## src/rtl/taxi_dma_ram_pkg.sv

```systemverilog
// Shared helpers for the DMA RAM read arbiter.
// Index widths and [port][seg] flat-vector slicing.
package taxi_dma_ram_pkg;

  function automatic int idx_w(input int n);
    return (n > 1) ? $clog2(n) : 1;
  endfunction

  function automatic int lane(input int port, input int seg, input int segs);
    return port * segs + seg;
  endfunction

  function automatic int lsb(input int port, input int seg,
                             input int segs, input int w);
    return lane(port, seg, segs) * w;
  endfunction

endpackage

```

## src/rtl/taxi_dma_ram_rd_arb_seg.sv

```systemverilog
// One RAM segment: round-robin command arbiter, command register and
// in-order tag FIFO steering read responses back to the issuing port.
module taxi_dma_ram_rd_arb_seg
  import taxi_dma_ram_pkg::*;
#(
  parameter int PORTS      = 2,
  parameter int SEG_ADDR_W = 10,
  parameter int SEG_DATA_W = 64,
  parameter int FIFO_DEPTH = 16
) (
  input  logic                        clk,
  input  logic                        rst,
  input  logic [PORTS*SEG_ADDR_W-1:0] cmd_addr,
  input  logic [PORTS-1:0]            cmd_valid,
  output logic [PORTS-1:0]            cmd_ready,
  output logic [PORTS*SEG_DATA_W-1:0] resp_data,
  output logic [PORTS-1:0]            resp_valid,
  input  logic [PORTS-1:0]            resp_ready,
  output logic [SEG_ADDR_W-1:0]       m_cmd_addr,
  output logic                        m_cmd_valid,
  input  logic                        m_cmd_ready,
  input  logic [SEG_DATA_W-1:0]       m_resp_data,
  input  logic                        m_resp_valid,
  output logic                        m_resp_ready
);

  localparam int IW = idx_w(PORTS);
  localparam int AW = $clog2(FIFO_DEPTH);
  localparam int CW = AW + 1;

  logic [IW-1:0] last_grant;
  logic [IW-1:0] winner;
  logic [IW-1:0] head;
  logic          found;
  logic          free;
  logic          full;
  logic          empty;
  logic          grant;
  logic          pop;

  logic [IW-1:0] tag_mem [FIFO_DEPTH];
  logic [AW-1:0] wr_ptr;
  logic [AW-1:0] rd_ptr;
  logic [CW-1:0] count;

  // First requester strictly after the previous winner, wrapping.
  always_comb begin
    winner = '0;
    found  = 1'b0;
    for (int i = 1; i <= PORTS; i++) begin
      if (!found && cmd_valid[(int'(last_grant) + i) % PORTS]) begin
        found  = 1'b1;
        winner = IW'((int'(last_grant) + i) % PORTS);
      end
    end
  end

  assign free  = !m_cmd_valid || m_cmd_ready;
  assign full  = (count == CW'(FIFO_DEPTH));
  assign empty = (count == '0);
  assign grant = free && !full && found;
  assign head  = tag_mem[rd_ptr];

  assign m_resp_ready = !empty && resp_ready[head];
  assign pop          = m_resp_valid && m_resp_ready;
  assign resp_data    = {PORTS{m_resp_data}};

  always_comb begin
    cmd_ready  = '0;
    resp_valid = '0;
    if (grant) cmd_ready[winner] = 1'b1;
    if (!empty) resp_valid[head] = m_resp_valid;
  end

  always_ff @(posedge clk or posedge rst) begin
    if (rst) begin
      m_cmd_addr  <= '0;
      m_cmd_valid <= 1'b0;
      last_grant  <= IW'(PORTS - 1);
    end else if (free) begin
      m_cmd_valid <= grant;
      if (grant) begin
        m_cmd_addr <= cmd_addr[int'(winner)*SEG_ADDR_W +: SEG_ADDR_W];
        last_grant <= winner;
      end
    end
  end

  always_ff @(posedge clk) begin
    if (grant) tag_mem[wr_ptr] <= winner;
  end

  always_ff @(posedge clk or posedge rst) begin
    if (rst) begin
      wr_ptr <= '0;
      rd_ptr <= '0;
      count  <= '0;
    end else begin
      if (grant) wr_ptr <= wr_ptr + 1'b1;
      if (pop) rd_ptr <= rd_ptr + 1'b1;
      if (grant && !pop) count <= count + 1'b1;
      else if (!grant && pop) count <= count - 1'b1;
    end
  end

endmodule

```

## src/rtl/taxi_dma_ram_rd_arb.sv

```systemverilog
// Segmented DMA RAM read-port arbiter: PORTS clients share one RAM,
// each segment arbitrated and response-routed independently.
module taxi_dma_ram_rd_arb
  import taxi_dma_ram_pkg::*;
#(
  parameter int PORTS      = 2,
  parameter int SEGS       = 2,
  parameter int SEG_ADDR_W = 10,
  parameter int SEG_DATA_W = 64,
  parameter int FIFO_DEPTH = 16
) (
  input  logic                             clk,
  input  logic                             rst,
  input  logic [PORTS*SEGS*SEG_ADDR_W-1:0] s_rd_cmd_addr,
  input  logic [PORTS*SEGS-1:0]            s_rd_cmd_valid,
  output logic [PORTS*SEGS-1:0]            s_rd_cmd_ready,
  output logic [PORTS*SEGS*SEG_DATA_W-1:0] s_rd_resp_data,
  output logic [PORTS*SEGS-1:0]            s_rd_resp_valid,
  input  logic [PORTS*SEGS-1:0]            s_rd_resp_ready,
  output logic [SEGS*SEG_ADDR_W-1:0]       m_rd_cmd_addr,
  output logic [SEGS-1:0]                  m_rd_cmd_valid,
  input  logic [SEGS-1:0]                  m_rd_cmd_ready,
  input  logic [SEGS*SEG_DATA_W-1:0]       m_rd_resp_data,
  input  logic [SEGS-1:0]                  m_rd_resp_valid,
  output logic [SEGS-1:0]                  m_rd_resp_ready
);

  for (genvar s = 0; s < SEGS; s++) begin : g_seg
    logic [PORTS*SEG_ADDR_W-1:0] c_addr;
    logic [PORTS-1:0]            c_valid;
    logic [PORTS-1:0]            c_ready;
    logic [PORTS*SEG_DATA_W-1:0] r_data;
    logic [PORTS-1:0]            r_valid;
    logic [PORTS-1:0]            r_ready;

    for (genvar p = 0; p < PORTS; p++) begin : g_port
      assign c_addr[p*SEG_ADDR_W +: SEG_ADDR_W] =
        s_rd_cmd_addr[lsb(p, s, SEGS, SEG_ADDR_W) +: SEG_ADDR_W];
      assign c_valid[p] = s_rd_cmd_valid[lane(p, s, SEGS)];
      assign r_ready[p] = s_rd_resp_ready[lane(p, s, SEGS)];
      assign s_rd_cmd_ready[lane(p, s, SEGS)]  = c_ready[p];
      assign s_rd_resp_valid[lane(p, s, SEGS)] = r_valid[p];
      assign s_rd_resp_data[lsb(p, s, SEGS, SEG_DATA_W) +: SEG_DATA_W] =
        r_data[p*SEG_DATA_W +: SEG_DATA_W];
    end

    taxi_dma_ram_rd_arb_seg #(
      .PORTS      (PORTS),
      .SEG_ADDR_W (SEG_ADDR_W),
      .SEG_DATA_W (SEG_DATA_W),
      .FIFO_DEPTH (FIFO_DEPTH)
    ) u_seg (
      .clk          (clk),
      .rst          (rst),
      .cmd_addr     (c_addr),
      .cmd_valid    (c_valid),
      .cmd_ready    (c_ready),
      .resp_data    (r_data),
      .resp_valid   (r_valid),
      .resp_ready   (r_ready),
      .m_cmd_addr   (m_rd_cmd_addr[s*SEG_ADDR_W +: SEG_ADDR_W]),
      .m_cmd_valid  (m_rd_cmd_valid[s]),
      .m_cmd_ready  (m_rd_cmd_ready[s]),
      .m_resp_data  (m_rd_resp_data[s*SEG_DATA_W +: SEG_DATA_W]),
      .m_resp_valid (m_rd_resp_valid[s]),
      .m_resp_ready (m_rd_resp_ready[s])
    );
  end

endmodule

```

## config.mk

```make
export PLATFORM = sky130hd
export DESIGN_NAME = taxi_dma_ram_rd_arb
export DESIGN_NICKNAME = d
export VERILOG_FILES = /design/src/rtl/taxi_dma_ram_pkg.sv /design/src/rtl/taxi_dma_ram_rd_arb_seg.sv /design/src/rtl/taxi_dma_ram_rd_arb.sv
export SDC_FILE = /design/constraint.sdc
export NUM_CORES = 1
export LEC_CHECK = 0
export CAP_MARGIN = 25
export CORE_AREA = 2 2 185 187
export CTS_BUF_LIST = sky130_fd_sc_hd__clkbuf_4 sky130_fd_sc_hd__clkbuf_8
export DETAILED_ROUTE_END_ITERATION = 7
export DIE_AREA = 0 0 187 189
export PLACE_DENSITY = 0.45
export SLEW_MARGIN = 10
export SYNTH_ARGS = -nofsm -noshare
export SYNTH_HDL_FRONTEND = slang
export SYNTH_HIERARCHICAL = 1
export SYNTH_SLANG_ARGS = --single-unit
export TNS_END_PERCENT = 20
```

## constraint.sdc

```tcl
create_clock -name clk -period 4.8 [get_ports clk]
set_clock_uncertainty 0.05 [all_clocks]
set_input_delay 0.96 -clock clk [delete_from_list [all_inputs] [get_ports clk]]
set_output_delay 0.96 -clock clk [all_outputs]
set_load 0.05 [all_outputs]
```

**Yosys cells after proc, flatten, opt, wreduce, memory -nomap -nowiden**

Memory sizes are Yosys's and may differ from the RTL's.
Index checks and enable logic that the tools add are counted.

- Multiply operators: 2
- Equality and inequality tests: 2
- Reductions and logical operators: 38
- $add $sub $neg: 12
- Bitwise gates (word level): 6
- Multiplexer cells: 44
- Shift-type cells: 2
- Magnitude comparators: 12

Operator list:

| kind | count |
|---|---|
| $shiftx 20x32->10 | 2 |
| $mux 1 | 32 |
| $mux 5 | 4 |
| $logic_and 1x1->1 | 18 |
| $add 4x1->4 const B | 4 |
| $logic_not 1->1 | 12 |
| $lt 2x3->1 const B | 4 |
| $add 5x1->5 const B | 2 |
| $eq 5x5->1 const B | 2 |
| $logic_not 5->1 | 2 |
| $sub 5x1->5 const B | 2 |
| $lt 1x2->1 const B | 4 |
| $mul 1x3->4 const B | 2 |
| $mux 2 | 4 |
| $add 1x1->1 const B | 4 |
| $and 1x1->1 const A | 4 |
| $and 2x2->2 | 2 |
| $demux 1 s1 | 4 |
| $ge 1x1->1 const B | 4 |
| $reduce_and 2->1 | 2 |
| $reduce_bool 2->1 | 2 |
| $logic_or 1x1->1 | 2 |

- Input port bits: 182
- Memories kept: 2
- Output and inout port bits: 288
- Word-level logic and storage cells: 132
- Flip-flop bits (word level): 50
- Memory bits (writable): 32

Memory list:

| name | words | width | rd ports | clocked after memory_dff | write ports | line | source |
|---|---|---|---|---|---|---|---|
| g_seg[0].u_seg.tag_mem | 16 | 1 | 1 | 0 | 1 | taxi_dma_ram_rd_arb_seg.sv:41 | `logic [IW-1:0] tag_mem [FIFO_DEPTH];` |
| g_seg[1].u_seg.tag_mem | 16 | 1 | 1 | 0 | 1 | taxi_dma_ram_rd_arb_seg.sv:41 |  |

**Longest topological paths before layout**

- Depth in word-level cells: 14
- Depth in mapped cells: 14
- Mapped depth without buffers: 13

**Hierarchy**

Netlist, hierarchy kept.

By module, submodules not included:

| module | sequential area each (um^2) | times used | area an instance (um^2) | cells an instance |
|---|---|---|---|---|
| taxi_dma_ram_rd_arb_seg (g_seg[1].u_seg) | 1107.3 | 1 | 2996.6 | 296 |
| taxi_dma_ram_rd_arb_seg (g_seg[0].u_seg) | 1107.3 | 1 | 2994.1 | 295 |

**Worst setup path before layout**

Ideal clock, no wire load.

- Path type: input -> output
- From: input port s_rd_cmd_valid[3]
- To: output port s_rd_cmd_ready[3]
- Stages: 3
- Buffers on the path: 1
- Data required time: 3.790 ns
- Slack: 1.244 ns
- Arrival time: 2.546 ns
- Cell sequence: a21boi_1 -> clkbuf_1 -> and3_1

- Cells in the longest elaborated chain, start to end: 12
- Elaborated cells between the ends (all ways): 19
- Those cells by class: order compare (2); mux (13); reduce/logical (4)

RTL lines:

| element | line | source |
|---|---|---|
| start, declared | taxi_dma_ram_rd_arb.sv:15 | `input logic [PORTS*SEGS-1:0] s_rd_cmd_valid,` |
| $mux 1 (implied by the code) (3 in series) | taxi_dma_ram_rd_arb_seg.sv:51 | `if (!found && cmd_valid[(int'(last_grant) + i) % PORTS]) begin` |
| $mux 1 | taxi_dma_ram_rd_arb_seg.sv:51 |  |
| $logic_not 1->1 | taxi_dma_ram_rd_arb_seg.sv:51 |  |
| $logic_and 1x1->1 | taxi_dma_ram_rd_arb_seg.sv:51 |  |
| $mux 1 (*) | taxi_dma_ram_rd_arb_seg.sv:51 |  |
| named net g_seg[1].u_seg.winner | taxi_dma_ram_rd_arb_seg.sv:32 | `logic [IW-1:0] winner;` |
| $lt 1x2->1 (implied by the code) / $ge 1x1->1 (equally long branches) | taxi_dma_ram_rd_arb_seg.sv:71 | `if (grant) cmd_ready[winner] = 1'b1;` |
| $logic_and 1x1->1 (implied by the code) | taxi_dma_ram_rd_arb_seg.sv:71 |  |
| $mux 1 (implied by the code) | taxi_dma_ram_rd_arb_seg.sv:71 |  |
| $demux 1 s1 (*) | - |  |
| $mux 2 (*) | taxi_dma_ram_rd_arb_seg.sv:71 |  |
| end, declared | taxi_dma_ram_rd_arb.sv:16 | `output logic [PORTS*SEGS-1:0] s_rd_cmd_ready,` |

The timed path passes the listed nets; every way through them passes the cells marked *. The select of a mux whose other input is x is not followed.

**Final worst setup path**

- From: register g_seg[0].u_seg.rd_ptr[0]
- To: output port m_rd_resp_ready[0]

- Cells in the longest elaborated chain, start to end: 4

RTL lines:

| element | line | source |
|---|---|---|
| start, declared | taxi_dma_ram_rd_arb_seg.sv:43 | `logic [AW-1:0] rd_ptr;` |
| start signal, assigned | taxi_dma_ram_rd_arb_seg.sv:100 | `if (pop) rd_ptr <= rd_ptr + 1'b1;` |
| $mem_v2 16x1 | - |  |
| $mux 1 (implied by the code) (2 in series) | taxi_dma_ram_rd_arb_seg.sv:64 | `assign m_resp_ready = !empty && resp_ready[head];` |
| $logic_and 1x1->1 | taxi_dma_ram_rd_arb_seg.sv:64 |  |
| end, declared | taxi_dma_ram_rd_arb.sv:25 | `output logic [SEGS-1:0] m_rd_resp_ready` |

No other way between the ends. The select of a mux whose other input is x is not followed.

==> impl_metrics.csv <==
group,metric,value,unit
run_status,status,"finished clean",
floorplanning,top_level_ports,470,
clock_tree,cts_hold_buf,0,
clock_tree,htree_levels,3,
power,intPower,2.02,mW
yosys,post-synth-top-count-cell,"buf_4",
sta,finalSetupViolations,0,
sta,hold_viol_final,0,
clock_tree,ctsResizeCount,0,
setup_path,critPathMostFrequentCell,"mux4_2",
detailed_routing,viasPerCell,3.21,
sta,max_freq,239,MHz
power,p_comb_share,45.6,%
global_routing,grt_pass1_vias,3026,
power,p_clk_share,20.0,%
power,power_density,584,mW/mm^2
sta,max_slew.worst_pin.slew,544,ps
cells_and_area,syn2layout_area_growth,-4.03,%
detailed_routing,num_vias,2812,
detailed_routing,drtIter0Drc,138,
place,place.gp.congestion,0.670,
yosys,synth-main-ff-cell,"dfrtp_1",
global_routing,antenna_found_initial,0,
yosys,ys_warn_count,6,
detailed_routing,firstDrtPassIters,4,
yosys,ys_seq_area_share,37.0,%
yosys,synth_top_area_share,32.1,%
detailed_routing,drc,0,
floorplanning,rows,67,
setup_path,required,3790,ps
setup_path,endpoint_kind,"output port",
power,pwr-share-seq,34.4,%
cells_and_area,drive_above_1_share,10.5,%
floorplanning,dieHeight,189,um
cells_and_area,multiInputGateArea,0.00173,mm^2
global_routing,grt_overflow,0,
yosys,yosysUniqueCellTypes,42,
setup_path,worstPathArrival,3180,ps
clock_tree,clock_path_buffers,2,
yosys,netlist_area,0.00599,mm^2
setup_path,cp_max_fo,7,
power,ir_drop,209,uV
setup_path,crit_type,"reg2out",
yosys,syn_avg_cell_area,10.1,um^2
cells_and_area,register_area,0.00221,mm^2
clock_tree,clk-insertion-delay-late,380,ps
setup_path,r2r_slack,930,ps
floorplanning,die_w,187,um
detailed_routing,ant_nets,0,
clock_tree,cts.sinks,82,
clock_tree,numCtsBuffers,9,
setup_path,critPathSlowestCell,"clkdlybuf4s50_1",
cells_and_area,num-fill-cells,3686,
power,p_sw_share,39.9,%
cells_and_area,n_antenna_cell,0,
place,port_buffers,85,
clock_tree,post_cts_buffers,0,
clock_tree,cts_tree,"yes",
floorplanning,start_util,18.0,%
job,maxCapViolations,0,
yosys,synthCells,591,
sta,finalCritPeriodShare,87.3,%
sta,maxSlewViolCount,0,
setup_path,timing.critical_path.cells,"mux4_2 -> mux4_2 -> mux2i_2 -> nor2_1 -> clkdlybuf4s50_1",
worst_hold_path,hp-class,"reg2reg",
setup_path,max_stage_delay,720,ps
sta,period_needed,4190,ps
cells_and_area,fin_util,17.3,%
yosys,async_flop_share,61.0,%
yosys,synth_edf_count,32,
power,p_sw,1.34,mW
yosys,yosys-top-cells-area,"buf_4 (32%), dfrtp_1 (20%), edfxtp_1 (16%)",
clock_tree,cts-root-buf,"clkbuf_8",
setup_path,worst_setup_path_start_kind,"flop",
place,dp_hpwl,7.94,mm
global_routing,grt_pass1_wl,16.9,mm
sta,tns,0,ps
detailed_routing,wl_per_cell,12.2,um
yosys,syn_nets,793,
clock_tree,clk_transition_reported_paths,80,ps
yosys,synth_common_cells,"buf_4 (256), dfrtp_1 (48), edfxtp_1 (32), nor2_1 (31), nand2_1 (25)",
floorplanning,core,0.0333,mm^2
cells_and_area,final_nets,626,
global_routing,grt_max_degree,31,
sta,slew_headroom,63.5,%
yosys,yosysTopAreaCell,"buf_4",
detailed_routing,drt_wl_total,10.7,mm
global_routing,grt.total_usage,6.14,%
sta,grt_setup_unrepaired,"false",
floorplanning,dieArea,0.0353,mm^2
power,p_leak,2.20,nW
yosys,ys_seq_elements,82,
-- flip-flops by register name (all words and copies together), names as in the netlist --
name / count
g_seg.u_seg/count: 10
g_seg.u_seg/rd_ptr: 8
g_seg.u_seg/last_grant: 2
g_seg.u_seg/m_cmd_addr: 20
g_seg.u_seg/m_cmd_valid: 2
g_seg.u_seg/wr_ptr: 8
g_seg.u_seg/tag_mem: 32
-- power by group through the flow --
stage | Clock (mW) | Combinational (mW) | Sequential, mW
final | 0.673 | 1.53 | 1.16
after global routing | 0.731 | 1.68 | 1.20
after CTS | 0.708 | 1.56 | 1.16
after detailed placement | 0 | 1.55 | 1.17
after global placement | 0 | 1.54 | 1.17
after floorplan | 0 | 1.55 | 1.31
-- kinds of logic (layout without fill, tap and decap cells) --
| kind of cell | count (synthesis) | count (layout) | synth area share, % |
|---|---|---|---|
| AND/OR/NAND/NOR | 103 | 103 | 8.33 |
| buffers and inverters | 286 | 124 | 34.2 |
| flip-flops | 82 | 82 | 37.0 |
| XOR/XNOR | 21 | 21 | 3.07 |
| adder cells (fa/ha/maj) | 20 | 20 | 4.43 |
| AO/OA/AOI/OAI | 42 | 42 | 4.11 |
| multiplexers | 37 | 37 | 8.88 |
-- critical path: cells and delay by family (launching register included) --
kind / cells / cell delay (ps)
buffers and inverters: 1 / 720
muxes: 3 / 1470
and+or+nand+nor: 1 / 90
DFF: 1 / 550
-- per-stage QoR --
step	cell area [um^2]	power [mW]	worst slack (ps)	std cells	hold slack [ps]
2_1_floorplan	5990	2.86	1240	591	422
3_3_place_gp	5460	2.72	840	860	410
3_5_place_dp	5490	2.72	834	861	422
4_1_cts	5750	3.43	523	877	443
5_1_grt	5750	3.61	433	877	465
6_report	5750	3.36	610	877	436
-- per-layer routing --
metal / global-route usage [%] / routed length, um / vias up
li1: - / - / 1342
met4: 2.41 / 235 / 0
met2: 8.61 / 4480 / 183
met1: 6.63 / 4300 / 1253
met5: 0 / 0 / -
met3: 5.26 / 1700 / 34
-- cell usage in the layout, fill, tap and decap left out, types with 4 or more instances in the layout --
cell type	netlist	layout
mux4_2	8	8
clkdlybuf4s50_1	0	84
and3_1	7	7
xor2_1	9	9
buf_4	256	6
dfrtp_1	48	48
bufinv_16	0	4
xnor2_1	12	12
clkbuf_8	0	9
nand2b_1	4	4
ha_1	18	18
inv_1	15	15
nor2_1	31	31
and2_1	13	13
a21o_1	4	4
nand2_1	25	25
nor3_1	7	7
edfxtp_1	32	32
nor2b_1	4	4
a21oi_1	14	14
o21ai_0	15	15
mux2i_1	21	21
-- final timing paths --
kind,start,endpoint,cells after the start
max in group asynchronous,rst,g_seg[0].u_seg/last_grant,3
max,g_seg[0].u_seg/rd_ptr[0],m_rd_resp_ready[0],5
max reg2reg,g_seg[0].u_seg/rd_ptr[0],g_seg[0].u_seg/count[4],13
min reg2reg,g_seg[0].u_seg/m_cmd_addr[5],g_seg[0].u_seg/m_cmd_addr[5],2
min,g_seg[0].u_seg/m_cmd_addr[5],g_seg[0].u_seg/m_cmd_addr[5],2
min in group asynchronous,rst,g_seg[0].u_seg/count[2],2
-- area by class of cell --
cell class,count,area share (%)
clock buffers,9,2.15
clock inverters,7,2.42
inverters,17,1.11
multi-input cells,223,30.2
flip-flops and latches,82,38.5
well taps,448,9.75
repair buffers,91,15.9
Note: power is estimated with default switching activity, not from simulation.
